--- src/rtl/idex_stage_if.sv ---
// idex_stage_if: the bus around the ID/EX pipeline register.
//   ID side     : id_valid, id_pc, id_rs1_data, id_rs2_data, id_imm,
//                 id_rs1, id_rs2, id_rd, id_use_rs1, id_use_rs2, id_ctrl
//   WB side     : wb_regWrite, wb_rd, wb_data (register-file write-through)
//   Control     : flush (EX redirect), ex_hold (downstream stall)
//   EX side     : ex_valid, ex_pc, ex_rs1_data, ex_rs2_data, ex_imm,
//                 IDEX_rs1, IDEX_rs2, ex_rd, ex_ctrl
//   Status      : stall_ifid (hold PC and IF/ID), bubble_cnt
// master = the pipeline around the stage, slave = idex_stage itself.
interface idex_stage_if #(
  parameter int CTRL_W = 8
);
  logic              id_valid;
  logic [31:0]       id_pc;
  logic [31:0]       id_rs1_data;
  logic [31:0]       id_rs2_data;
  logic [31:0]       id_imm;
  logic [4:0]        id_rs1;
  logic [4:0]        id_rs2;
  logic [4:0]        id_rd;
  logic              id_use_rs1;
  logic              id_use_rs2;
  logic [CTRL_W-1:0] id_ctrl;
  logic              wb_regWrite;
  logic [4:0]        wb_rd;
  logic [31:0]       wb_data;
  logic              flush;
  logic              ex_hold;
  logic              ex_valid;
  logic [31:0]       ex_pc;
  logic [31:0]       ex_rs1_data;
  logic [31:0]       ex_rs2_data;
  logic [31:0]       ex_imm;
  logic [4:0]        IDEX_rs1;
  logic [4:0]        IDEX_rs2;
  logic [4:0]        ex_rd;
  logic [CTRL_W-1:0] ex_ctrl;
  logic              stall_ifid;
  logic [15:0]       bubble_cnt;

  modport master (
    output id_valid, id_pc, id_rs1_data, id_rs2_data, id_imm,
           id_rs1, id_rs2, id_rd, id_use_rs1, id_use_rs2, id_ctrl,
           wb_regWrite, wb_rd, wb_data, flush, ex_hold,
    input  ex_valid, ex_pc, ex_rs1_data, ex_rs2_data, ex_imm,
           IDEX_rs1, IDEX_rs2, ex_rd, ex_ctrl, stall_ifid, bubble_cnt
  );

  modport slave (
    input  id_valid, id_pc, id_rs1_data, id_rs2_data, id_imm,
           id_rs1, id_rs2, id_rd, id_use_rs1, id_use_rs2, id_ctrl,
           wb_regWrite, wb_rd, wb_data, flush, ex_hold,
    output ex_valid, ex_pc, ex_rs1_data, ex_rs2_data, ex_imm,
           IDEX_rs1, IDEX_rs2, ex_rd, ex_ctrl, stall_ifid, bubble_cnt
  );
endinterface

--- src/rtl/idex_stage.sv ---
// idex_stage: ID/EX pipeline register with load-use hazard detection,
// bubble insertion, register-file write-through bypass and a saturating
// bubble counter.
//   clk : rising-edge clock
//   rst : asynchronous active-low reset
//   bus : idex_stage_if.slave (ID inputs, WB bypass, flush/ex_hold,
//         registered EX outputs, stall_ifid, bubble_cnt)
// Per-edge priority: flush > ex_hold > load-use bubble > capture.
module idex_stage #(
  parameter int CTRL_W = 8
) (
  input  logic         clk,
  input  logic         rst,
  idex_stage_if.slave  bus
);

  logic              r_ex_valid;
  logic [31:0]       r_ex_pc;
  logic [31:0]       r_ex_rs1_data;
  logic [31:0]       r_ex_rs2_data;
  logic [31:0]       r_ex_imm;
  logic [4:0]        r_idex_rs1;
  logic [4:0]        r_idex_rs2;
  logic [4:0]        r_ex_rd;
  logic [CTRL_W-1:0] r_ex_ctrl;
  logic [15:0]       r_bubble_cnt;

  logic              w_load_use;
  logic              w_byp_rs1;
  logic              w_byp_rs2;
  logic [31:0]       w_rs1_data;
  logic [31:0]       w_rs2_data;

  // EX holds a load (ctrl[1] = memRead) whose non-x0 target is read by ID.
  assign w_load_use = r_ex_valid & r_ex_ctrl[1] & (r_ex_rd != 5'd0) & bus.id_valid &
                      ((bus.id_use_rs1 & (bus.id_rs1 == r_ex_rd)) |
                       (bus.id_use_rs2 & (bus.id_rs2 == r_ex_rd)));

  // A flush kills the dependent instruction anyway, so it need not stall.
  assign bus.stall_ifid = (w_load_use & ~bus.flush) | bus.ex_hold;

  // WB writes the register file in the same cycle ID reads it; take the new
  // value. x0 is hardwired zero and never bypassed.
  assign w_byp_rs1  = bus.wb_regWrite & (bus.wb_rd != 5'd0) & (bus.wb_rd == bus.id_rs1);
  assign w_byp_rs2  = bus.wb_regWrite & (bus.wb_rd != 5'd0) & (bus.wb_rd == bus.id_rs2);
  assign w_rs1_data = w_byp_rs1 ? bus.wb_data : bus.id_rs1_data;
  assign w_rs2_data = w_byp_rs2 ? bus.wb_data : bus.id_rs2_data;

  always_ff @(posedge clk or negedge rst) begin
    if (!rst) begin
      r_ex_valid    <= 1'b0;
      r_ex_pc       <= '0;
      r_ex_rs1_data <= '0;
      r_ex_rs2_data <= '0;
      r_ex_imm      <= '0;
      r_idex_rs1    <= '0;
      r_idex_rs2    <= '0;
      r_ex_rd       <= '0;
      r_ex_ctrl     <= '0;
      r_bubble_cnt  <= '0;
    end else if (bus.flush) begin
      // data fields are don't-care after a flush; leave them as they are
      r_ex_valid <= 1'b0;
      r_ex_ctrl  <= '0;
    end else if (bus.ex_hold) begin
      // freeze everything
    end else if (w_load_use) begin
      // bubble clears ctrl[1], so the hazard cannot re-fire next cycle
      r_ex_valid <= 1'b0;
      r_ex_ctrl  <= '0;
      r_ex_rd    <= '0;
      r_idex_rs1 <= '0;
      r_idex_rs2 <= '0;
      if (r_bubble_cnt != 16'hFFFF) begin
        r_bubble_cnt <= r_bubble_cnt + 16'd1;
      end
    end else begin
      r_ex_valid    <= bus.id_valid;
      r_ex_pc       <= bus.id_pc;
      r_ex_rs1_data <= w_rs1_data;
      r_ex_rs2_data <= w_rs2_data;
      r_ex_imm      <= bus.id_imm;
      r_idex_rs1    <= bus.id_rs1;
      r_idex_rs2    <= bus.id_rs2;
      r_ex_rd       <= bus.id_rd;
      r_ex_ctrl     <= bus.id_valid ? bus.id_ctrl : '0;
    end
  end

  assign bus.ex_valid    = r_ex_valid;
  assign bus.ex_pc       = r_ex_pc;
  assign bus.ex_rs1_data = r_ex_rs1_data;
  assign bus.ex_rs2_data = r_ex_rs2_data;
  assign bus.ex_imm      = r_ex_imm;
  assign bus.IDEX_rs1    = r_idex_rs1;
  assign bus.IDEX_rs2    = r_idex_rs2;
  assign bus.ex_rd       = r_ex_rd;
  assign bus.ex_ctrl     = r_ex_ctrl;
  assign bus.bubble_cnt  = r_bubble_cnt;

endmodule
--- src/flat_wrapper.sv ---
// flat-port wrapper written by rule: the top's interface ports become plain ports
module idex_stage_flat 
#(
  parameter int CTRL_W = 8
)
  (clk, rst, bus_id_valid, bus_id_pc, bus_id_rs1_data, bus_id_rs2_data, bus_id_imm, bus_id_rs1, bus_id_rs2, bus_id_rd, bus_id_use_rs1, bus_id_use_rs2, bus_id_ctrl, bus_wb_regWrite, bus_wb_rd, bus_wb_data, bus_flush, bus_ex_hold, bus_ex_valid, bus_ex_pc, bus_ex_rs1_data, bus_ex_rs2_data, bus_ex_imm, bus_IDEX_rs1, bus_IDEX_rs2, bus_ex_rd, bus_ex_ctrl, bus_stall_ifid, bus_bubble_cnt);
  idex_stage_if #(.CTRL_W(CTRL_W)) bus_i ();
  input  logic clk;
  input  logic rst;
  input wire logic [$bits(bus_i.id_valid)-1:0] bus_id_valid;
  input wire logic [$bits(bus_i.id_pc)-1:0] bus_id_pc;
  input wire logic [$bits(bus_i.id_rs1_data)-1:0] bus_id_rs1_data;
  input wire logic [$bits(bus_i.id_rs2_data)-1:0] bus_id_rs2_data;
  input wire logic [$bits(bus_i.id_imm)-1:0] bus_id_imm;
  input wire logic [$bits(bus_i.id_rs1)-1:0] bus_id_rs1;
  input wire logic [$bits(bus_i.id_rs2)-1:0] bus_id_rs2;
  input wire logic [$bits(bus_i.id_rd)-1:0] bus_id_rd;
  input wire logic [$bits(bus_i.id_use_rs1)-1:0] bus_id_use_rs1;
  input wire logic [$bits(bus_i.id_use_rs2)-1:0] bus_id_use_rs2;
  input wire logic [$bits(bus_i.id_ctrl)-1:0] bus_id_ctrl;
  input wire logic [$bits(bus_i.wb_regWrite)-1:0] bus_wb_regWrite;
  input wire logic [$bits(bus_i.wb_rd)-1:0] bus_wb_rd;
  input wire logic [$bits(bus_i.wb_data)-1:0] bus_wb_data;
  input wire logic [$bits(bus_i.flush)-1:0] bus_flush;
  input wire logic [$bits(bus_i.ex_hold)-1:0] bus_ex_hold;
  output wire logic [$bits(bus_i.ex_valid)-1:0] bus_ex_valid;
  output wire logic [$bits(bus_i.ex_pc)-1:0] bus_ex_pc;
  output wire logic [$bits(bus_i.ex_rs1_data)-1:0] bus_ex_rs1_data;
  output wire logic [$bits(bus_i.ex_rs2_data)-1:0] bus_ex_rs2_data;
  output wire logic [$bits(bus_i.ex_imm)-1:0] bus_ex_imm;
  output wire logic [$bits(bus_i.IDEX_rs1)-1:0] bus_IDEX_rs1;
  output wire logic [$bits(bus_i.IDEX_rs2)-1:0] bus_IDEX_rs2;
  output wire logic [$bits(bus_i.ex_rd)-1:0] bus_ex_rd;
  output wire logic [$bits(bus_i.ex_ctrl)-1:0] bus_ex_ctrl;
  output wire logic [$bits(bus_i.stall_ifid)-1:0] bus_stall_ifid;
  output wire logic [$bits(bus_i.bubble_cnt)-1:0] bus_bubble_cnt;
  assign bus_i.id_valid = bus_id_valid;
  assign bus_i.id_pc = bus_id_pc;
  assign bus_i.id_rs1_data = bus_id_rs1_data;
  assign bus_i.id_rs2_data = bus_id_rs2_data;
  assign bus_i.id_imm = bus_id_imm;
  assign bus_i.id_rs1 = bus_id_rs1;
  assign bus_i.id_rs2 = bus_id_rs2;
  assign bus_i.id_rd = bus_id_rd;
  assign bus_i.id_use_rs1 = bus_id_use_rs1;
  assign bus_i.id_use_rs2 = bus_id_use_rs2;
  assign bus_i.id_ctrl = bus_id_ctrl;
  assign bus_i.wb_regWrite = bus_wb_regWrite;
  assign bus_i.wb_rd = bus_wb_rd;
  assign bus_i.wb_data = bus_wb_data;
  assign bus_i.flush = bus_flush;
  assign bus_i.ex_hold = bus_ex_hold;
  assign bus_ex_valid = bus_i.ex_valid;
  assign bus_ex_pc = bus_i.ex_pc;
  assign bus_ex_rs1_data = bus_i.ex_rs1_data;
  assign bus_ex_rs2_data = bus_i.ex_rs2_data;
  assign bus_ex_imm = bus_i.ex_imm;
  assign bus_IDEX_rs1 = bus_i.IDEX_rs1;
  assign bus_IDEX_rs2 = bus_i.IDEX_rs2;
  assign bus_ex_rd = bus_i.ex_rd;
  assign bus_ex_ctrl = bus_i.ex_ctrl;
  assign bus_stall_ifid = bus_i.stall_ifid;
  assign bus_bubble_cnt = bus_i.bubble_cnt;
  idex_stage #(.CTRL_W(CTRL_W)) u_core (.clk(clk), .rst(rst), .bus(bus_i));
endmodule
--- config.mk ---
export PLATFORM = sky130hd
export DESIGN_NAME = idex_stage_flat
export DESIGN_NICKNAME = d
export VERILOG_FILES = /design/src/rtl/idex_stage_if.sv /design/src/rtl/idex_stage.sv /design/src/flat_wrapper.sv
export SDC_FILE = /design/constraint.sdc
export NUM_CORES = 1
export LEC_CHECK = 0
export BUFFER_PORTS_ARGS = -buffer_cell sky130_fd_sc_hd__buf_2
export CAP_MARGIN = 20
export CORE_AREA = 2 2 142 144
export CTS_BUF_LIST = sky130_fd_sc_hd__clkbuf_8
export DETAILED_ROUTE_END_ITERATION = 8
export DIE_AREA = 0 0 144 146
export GPL_TIMING_DRIVEN = 0
export PLACE_DENSITY_LB_ADDON = 0.15
export SYNTH_ARGS = -nofsm -noshare
export SYNTH_HDL_FRONTEND = slang
export SYNTH_SLANG_ARGS = --single-unit
--- constraint.sdc ---
create_clock -name clk -period 2.01 [get_ports clk]
set_input_delay 0.402 -clock clk [delete_from_list [all_inputs] [get_ports clk]]
set_output_delay 0.402 -clock clk [all_outputs]
set_load 0.05 [all_outputs]
* Word level (Yosys, flattened, before mapping)
Cells that the tools add are included.
** Storage, ports and cells
- Word-level logic and storage cells :: 49
- Register bits after elaboration :: 168
- Output and inout port bits :: 169
** Operators by class
- Reduce and logical (&&, ||, !) cells :: 5
- Mux-type cells :: 12
- Add/subtract/negate cells :: 1
- Equal/unequal tests :: 6
- Bitwise operators :: 15
** Operator list (number)
- 2-to-1 mux 32 bit :: 2
- 2-to-1 mux 8 bit :: 4
- equality test 5 bit :: 4
- adder 16 x 1 -> 16 bit (second input constant) :: 1
- inequality test 16 bit (second input constant) :: 1
- 2-to-1 mux 5 bit :: 3
- bitwise AND 1 bit :: 10
- nonzero test 5 bit :: 2
- AND reduction 4 bit :: 1
- 2-to-1 mux 1 bit :: 3
- inverter 1 bit :: 3
- AND reduction 3 bit :: 1
- inequality test 2 bit (second input constant) :: 1
- bitwise OR 1 bit :: 2
- AND reduction 2 bit :: 1

* Longest topological paths before layout
Gate-level depths: netlist of run 1.
- Depth in word-level cells :: 7
- Gate-level depth with buffers :: 7
- Depth with buffers taken out :: 6

* Worst setup path before layout of run 1
Ideal clock, no wire load.
- Path kind :: reg2out
- Start :: register u_core.r_ex_rd[3] (netlist: u_core.bus.ex_rd[3])
- End :: output bus_stall_ifid
- Stages on the path, launching flop included :: 6
- Buffers on the path :: 0
- Slack :: -403 ps
- Arrival time :: 2011 ps
- Data required time :: 1608 ps
- Cells stage by stage :: dfrtp_1 xnor2_1 nand4_1 o22ai_1 and2_0 a21o_1
** On the way
- Cells in the longest elaborated chain, start to end :: 6
- Elaborated cells between the ends (all ways) :: 11
- Classes of those cells :: eq/ne: 2; bitwise: 8; reduce/logical: 1
** RTL lines
- start, declared :: line idex_stage.sv:24 : logic [4:0] r_ex_rd;
- start signal, assigned :: line idex_stage.sv:85 : r_ex_rd <= bus.id_rd;
- equality test 5 bit, or another cell as far along :: line idex_stage.sv:36 : ((bus.id_use_rs1 & (bus.id_rs1 == r_ex_rd)) |
- bitwise AND 1 bit (on tied branches) :: line idex_stage.sv:36, idex_stage.sv:35, idex_stage.sv:37
- bitwise OR 1 bit or bitwise AND 1 bit (tied branches) :: line idex_stage.sv:36, idex_stage.sv:35
- bitwise AND 1 bit * :: line idex_stage.sv:35 : assign w_load_use = r_ex_valid & r_ex_ctrl[1] & (r_ex_rd != 5'd0) & bus.id_valid &
- bitwise AND 1 bit * :: line idex_stage.sv:40 : assign bus.stall_ifid = (w_load_use & ~bus.flush) | bus.ex_hold;
- bitwise OR 1 bit * :: line idex_stage.sv:40
- end, declared :: line flat_wrapper.sv:35 : output wire logic [$bits(bus_i.stall_ifid)-1:0] bus_stall_ifid;
Every way passes the cells marked *; elsewhere a longest branch is shown, timed or not.

* Worst setup path in the final report of run 1
- Start :: register u_core.r_ex_rd[1] (netlist: u_core.bus.ex_rd[1])
- End :: output bus_stall_ifid
The elaborated chain is that of the path after synthesis.

==> impl_metrics.yaml, run 1 <==
pwr:
  switching_share_pct: 38.8
  peakVddDrop_v: 0.000671
  p_total_uw: 10100
  p_leak_uw: 0.00562
  p_switching_uw: 3930
  powerDensity_mw_per_mm2: 885
  combPwrFrac_pct: 34.6
  clkPwrFrac_pct: 25.4
  internal-power_uw: 6210
  p_seq_share_pct: 40.0
timing:
  layout_min_cycle_time_ns: 2.24
  max_freq_ghz: 0.446
  clock_skew_ns: 0.0173
  hold_viol_final: 0
  tightestPinTransition_ns: 0.682
  maxSlewHeadroom_pct: 54.5
  setup_viol: 138
  finalCritPeriodShare_pct: 112
  rsz0062_at_grt: "true"
  hold_ws_ns: 0.162
  finalMaxSlewViolations: 0
  setup_ws_ns: -0.235
clock_network:
  clock_latency_ns: 0.45
  clock_path_buffers: 2
  cts_inserted_buffers: 17
  path_clk_slew_ns: 0.11
  htree_levels: 4
  clock-sinks: 168
  root_buffer: "clkbuf_8"
  cts_tree: "yes"
drt:
  totalWireLength_um: 22800
  first_iter_violations: 173
  wire_per_inst_um: 18.3
  vias: 5953
  drt_pass1_iterations: 4
  viasPerCell: 4.79
  drc: 0
  antenna_left: 0
worst_hold_path:
  hold_class: "in2reg"
floorplanning:
  start_util_pct: 41.4
  die_h_um: 146
  io_pins: 365
  coreArea_mm2: 0.0193
  dieArea_mm2: 0.0210
  die_x_um: 144
  rows: 51
setup_path:
  path_cells: "buf_4, nor3_2, a21oi_2, and2_4, a21o_4, buf_8"
  cpPeakStageDelay_ns: 0.46
  slowest_stage: "dfrtp_2"
  critPathKind: "reg2out"
  crit_arrival_ns: 1.84
  cp.required_ns: 1.61
  rrSetupSlack_ns: -0.20
  worst_setup_path_start_kind: "register"
  timing.rr.end: "u_core.bus.ex_rs2_data[8]"
  critPathMaxFanout: 5
  crit_end: "bus_stall_ifid"
  worstRegToRegCells: 10
  cp-end-kind: "output port"
  rr_startpoint: "u_core.bus.ex_rd[4]"
  critPathLaunch: "u_core.bus.ex_rd[1]"
synth:
  synth_edf_count: 0
  synth_top_area_cell: "dfrtp_1"
  synth_flop_cell: "dfrtp_1"
  avgSynthCellArea_um2: 14.7
  seq_area_frac_synth_pct: 52.5
  synth_cell_types: 34
  synthArstFlopShare_pct: 100
  ys_ff_latch: 168
  yosys.area.top_type_share_pct: 52.5
  yosys_warnings: 0
  syn-num-nets: 742
  synthCells: 545
  syn_area_mm2: 0.00801
  synth_area_leaders: "dfrtp_1 (52%), mux2_4 (22%), mux2_2 (10%)"
cells_and_area:
  final_nets: 1159
  drive_gt1_share_pct: 69.2
  syn_to_final_growth_pct: 42.9
grt:
  grtUsageTotal_pct: 21.5
  grt_antenna_before_repair: 2
  grt_max_degree: 87
  grt_pass1_vias: 6155
  grt_pass1_wl_um: 34500
  grt_remaining_overflow: 0
placed_design:
  portBuffers: 363
  place_hpwl_um: 16300
  gp_congestion: 0.814
run_status:
  outcome: "complete, but fails checks"
  violations: "setup timing"
run:
  maxCapViolations: 0
-- critical path: cells and delay by family (launching register included) --
| kind | cells | cell delay (ns) |
|---|---|---|
| simple gates | 2 | 0.34 |
| flops | 1 | 0.46 |
| compound gates | 2 | 0.30 |
| buf+inv | 2 | 0.29 |
-- power by group through the flow --
| stage | registers [uW] | logic [uW] | clock network [uW] |
|---|---|---|---|
| 2_1_floorplan | 5670 | 807 | 0 |
| 3_3_place_gp | 4100 | 3300 | 0 |
| 3_5_place_dp | 4110 | 3320 | 0 |
| 4_1_cts | 4050 | 3500 | 2630 |
| 5_1_grt | 4110 | 3660 | 2790 |
| 6_report | 4050 | 3510 | 2570 |
-- cell type report --
class / count / area, um^2
fillers: 1647 / 7890
flip-flops and latches: 168 / 4220
multi-input cells: 347 / 3690
repair buffers: 401 / 2460
plain buffers: 26 / 337
well taps: 265 / 332
clock buffers: 18 / 248
clock inverters: 14 / 161
diodes: 2 / 5.00
inverters: 1 / 3.75
-- per-layer routing --
| layer | track usage (%) | share of wire, % | vias to the layer above |
|---|---|---|---|
| met3 | 5.36 | 6.1 | 18 |
| met1 | 26.0 | 41 | 2956 |
| met5 | 0 | 0 | - |
| met4 | 5.34 | 1.1 | 0 |
| li1 | - | - | 2791 |
| met2 | 38.0 | 52 | 188 |
-- cells by family after synthesis --
logic type | count (synthesis) | share of synthesized area [%]
flops | 168 | 52.5
simple gates | 89 | 5.95
mux | 193 | 32.8
fa+ha+maj | 1 | 0.156
compound gates | 29 | 2.42
buf+inv | 30 | 2.41
xor+xnor | 35 | 3.83
-- per-stage QoR --
step	setup WS (ns)	util, %	TNS, ns	cells	instance area [um^2]
finish	-0.235	59.2	-17.07	1242	11400
global route	-0.342	59.2	-27.62	1242	11400
CTS	-0.272	58.5	-13.59	1236	11300
detailed placement	-0.479	52.9	-54.91	1174	10200
global placement	-2.57	52.7	-429.14	1173	10200
floorplan	-0.0524	-	-0.0524	545	8030
-- repair_timing --
action	4_1_cts	5_1_grt
hold endpoints to repair	85	0
hold buffers	1	0
cloned	8	1
gates resized for setup	74	17
pin swaps	7	2
endpoints found under the setup margin	145	160
buffers inserted	21	7
-- synth_stat cells, types with 2 or more instances --
cell type    n
a32o_1       8
nor2_1       8
nand2_1     36
xor2_1       6
nor2b_1      2
mux2_4     120
xnor2_1     29
buf_6        6
nand4_1     18
mux2_2      73
dfrtp_1    168
nand3_1      9
buf_4        5
o21ai_0     15
nor3_1       2
a21oi_1      2
nor4_4       2
and3_1       4
buf_2       13
clkbuf_1     4
nor3b_1      2
-- state kept, by name, summed over array words and instances (netlist names) --
register,flops
u_core.bus.ex_rd,5
u_core.bus.IDEX_rs2,5
u_core.bus.ex_rs1_data,32
u_core.bus.IDEX_rs1,5
u_core.bus.ex_valid,1
u_core.bus.ex_pc,32
u_core.bus.ex_ctrl,8
u_core.bus.ex_rs2_data,32
u_core.bus.bubble_cnt,16
u_core.bus.ex_imm,32
-- cell usage in the layout (no fill, tap or decap), types with 8 or more instances in the layout --
| cell | n |
|---|---|
| nand4_1 | 18 |
| nor2_1 | 8 |
| buf_2 | 363 |
| nand2_1 | 36 |
| buf_8 | 10 |
| mux2_2 | 72 |
| buf_6 | 14 |
| dfrtp_1 | 155 |
| buf_12 | 14 |
| nand3_1 | 8 |
| o21ai_0 | 15 |
| a32o_1 | 8 |
| clkbuf_8 | 18 |
| xnor2_1 | 28 |
| mux2_4 | 121 |
| buf_16 | 8 |
| dfrtp_2 | 13 |
| buf_4 | 12 |
-- worst min-delay path by stage --
stage	from	end	slack, ns	cells after the start
after floorplan	rst	u_core.bus.IDEX_rs1[0]	0.11	0
after CTS	bus_id_imm[25]	u_core.bus.ex_imm[25]	0.14	2
after global routing	bus_id_imm[25]	u_core.bus.ex_imm[25]	0.13	2
after global placement	u_core.bus.IDEX_rs2[4]	u_core.bus.IDEX_rs2[4]	0.46	2
after detailed placement	rst	u_core.bus.ex_rs2_data[28]	0.44	1
final	bus_id_imm[25]	u_core.bus.ex_imm[25]	0.16	2
(Power assumes the default switching activity.)
==> inputs of run 2 (changes only) <==
==> constraint.sdc (replaced) <==
create_clock -name clk -period 2.01 [get_ports clk]
set_input_delay 0.1005 -clock clk [delete_from_list [all_inputs] [get_ports clk]]
set_output_delay 0.1005 -clock clk [all_outputs]
set_load 0.05 [all_outputs]
==> run 2 against run 1 <==
  * The flow still finishes with violations (setup timing)
  * Non-clock buffer count increased by 169
  * Sequential power about the same
  * Critical path type unchanged
  * Global-route usage grew 1.8 points
  * Count of clock-buffer cells in the layout fell by 1
==> impl_metrics.yaml, run 2 (synthesis gave the netlist of run 1 again) <==
drt:
  drc: 0
  first_iter_violations: 181
  wire_per_inst_um: 17.8
  viasPerCell: 4.76
  totalWireLength_um: 25000
  antenna_left: 0
  vias: 6707
  drt_pass1_iterations: 4
timing:
  max_freq_ghz: 0.489
  setup_tns_ns: -0.0342
  tightestPinTransition_ns: 0.597
  clock_skew_ns: 0.00893
  maxSlewHeadroom_pct: 60.1
  finalMaxSlewViolations: 0
  layout_min_cycle_time_ns: 2.04
  setup_viol: 1
  setup_ws_ns: -0.0342
  finalCritPeriodShare_pct: 102
  hold_viol_final: 0
  rsz0062_at_grt: "true"
setup_path:
  worst_setup_path_start_kind: "register"
  worstRegToRegCells: 6
  crit_arrival_ns: 1.94
  critPathMaxFanout: 5
  timing.rr.end: "u_core.bus.ex_rs2_data[0]"
  rr_startpoint: "u_core.bus.ex_rd[1]"
  critPathKind: "reg2out"
  cp-end-kind: "output port"
  rrSetupSlack_ns: 0.03
  cp.required_ns: 1.91
grt:
  grt_remaining_overflow: 0
  grt_pass1_vias: 7113
  grtUsageTotal_pct: 23.3
  grt_max_degree: 109
  grt_antenna_before_repair: 1
  grt_pass1_wl_um: 38100
cells_and_area:
  finalNonFillerCells: 1410
  drive_gt1_share_pct: 57.6
  syn_to_final_growth_pct: 60.5
  n_fill_cell: 1454
  final_nets: 1328
  final_cell_mix: "buf_2 (364), dlygate4sd3_1 (186), dfrtp_1 (155), mux2_4 (120), mux2_2 (73)"
  layout_commonest_cell: "buf_2"
pwr:
  p_seq_share_pct: 39.5
  p_total_uw: 10300
  internal-power_uw: 6220
  clkPwrFrac_pct: 24.4
  powerDensity_mw_per_mm2: 799
  switching_share_pct: 39.4
  peakVddDrop_v: 0.000456
  combPwrFrac_pct: 36.1
  p_leak_uw: 0.00620
  p_switching_uw: 4040
clock_network:
  path_clk_slew_ns: 0.10
  htree_levels: 4
  clock_latency_ns: 0.45
  clock-sinks: 168
  cts_inserted_buffers: 17
  root_buffer: "clkbuf_8"
  clock_path_buffers: 2
  cts_tree: "yes"
floorplanning:
  rows: 51
  start_util_pct: 41.4
  die_h_um: 146
  die_x_um: 144
  coreArea_mm2: 0.0193
  dieArea_mm2: 0.0210
  io_pins: 365
run_status:
  outcome: "complete, but fails checks"
  violations: "setup timing"
worst_hold_path:
  holdPathStages: 3
  worstHoldEndpoint: "u_core.bus.ex_rs1_data[16]"
  hold_class: "in2reg"
  holdCritStartpoint: "bus_wb_data[16]"
placed_design:
  portBuffers: 363
  dp.cells: 1174
  place_hpwl_um: 16400
  gp_congestion: 0.797
run:
  maxCapViolations: 0
==> run 2: per-layer routing <==
metal / share of wire [%] / track usage (%) / vias up
met1: 41 / 27.9 / 3313
met4: 2.7 / 9.22 / 0
li1: - / - / 3125
met2: 51 / 40.2 / 225
met5: 0 / 0 / -
met3: 5.6 / 5.40 / 44
==> run 2: cell type report <==
type | instances | area, um^2 | share of cell area (%)
repair buffers | 568 | 3910 | 30.4
flip-flops and latches | 168 | 4220 | 32.8
clock inverters | 15 | 184 | 1.43
diodes | 1 | 2.50 | 0.0195
plain buffers | 28 | 290 | 2.26
well taps | 265 | 332 | 2.58
clock buffers | 17 | 234 | 1.82
inverters | 1 | 3.75 | 0.0292
multi-input cells | 347 | 3680 | 28.6
==> run 2: how the worst max path moves through the flow <==
stage	start	end	slack, ns	cells after the start
floorplan	u_core.bus.ex_rd[3]	u_core.bus.ex_rs1_data[21]	0.02	7
global placement	rst	u_core.bus.ex_rd[4]	-2.26	1
detailed placement	u_core.bus.ex_rd[1]	u_core.bus.ex_rs1_data[30]	-0.25	6
CTS	u_core.bus.ex_rd[2]	bus_stall_ifid	-0.05	6
global route	u_core.bus.ex_rd[1]	bus_stall_ifid	-0.15	6
finish	u_core.bus.ex_rd[1]	bus_stall_ifid	-0.03	6
==> run 2: stage by stage <==
| step | instance area (um^2) | hold WS [ns] | utilization, % | setup slack, ns |
|---|---|---|---|---|
| 6_report | 12900 | 0.0560 | 66.5 | -0.0342 |
| 5_1_grt | 12900 | 0.0187 | 66.5 | -0.147 |
| 4_1_cts | 12600 | 0.0153 | 65.2 | -0.0541 |
| 3_5_place_dp | 10200 | 0.0662 | 52.9 | -0.251 |
| 3_3_place_gp | 10200 | 0.332 | 52.7 | -2.26 |
| 2_1_floorplan | 8030 | -0.195 | - | 0.0159 |
==> run 2: worst max-delay path: stages (launching register included) <==
cell and delay (ns):
dfrtp_2 0.47, xnor2_1 0.18, nand4_1 0.16, o22ai_4 0.21
and2_4 0.18, a21o_1 0.12, buf_6 0.16
==> run 2: repair_timing <==
item | 4_1_cts | 5_1_grt
resized for setup | 25 | 23
gates cloned | 0 | 3
setup endpoints to repair | 141 | 145
pin swaps | 2 | 3
buffers inserted | 3 | 12
hold buffers | 186 | 0
hold endpoints to repair | 212 | 0
==> run 2: power groups by stage <==
| stage | Clock (uW) | Sequential, uW | Combinational (uW) |
|---|---|---|---|
| finish | 2500 | 4060 | 3710 |
| global route | 2730 | 4110 | 3860 |
| CTS | 2590 | 4050 | 3660 |
| detailed placement | 0 | 4110 | 3330 |
| global placement | 0 | 4090 | 3300 |
| floorplan | 0 | 5670 | 806 |
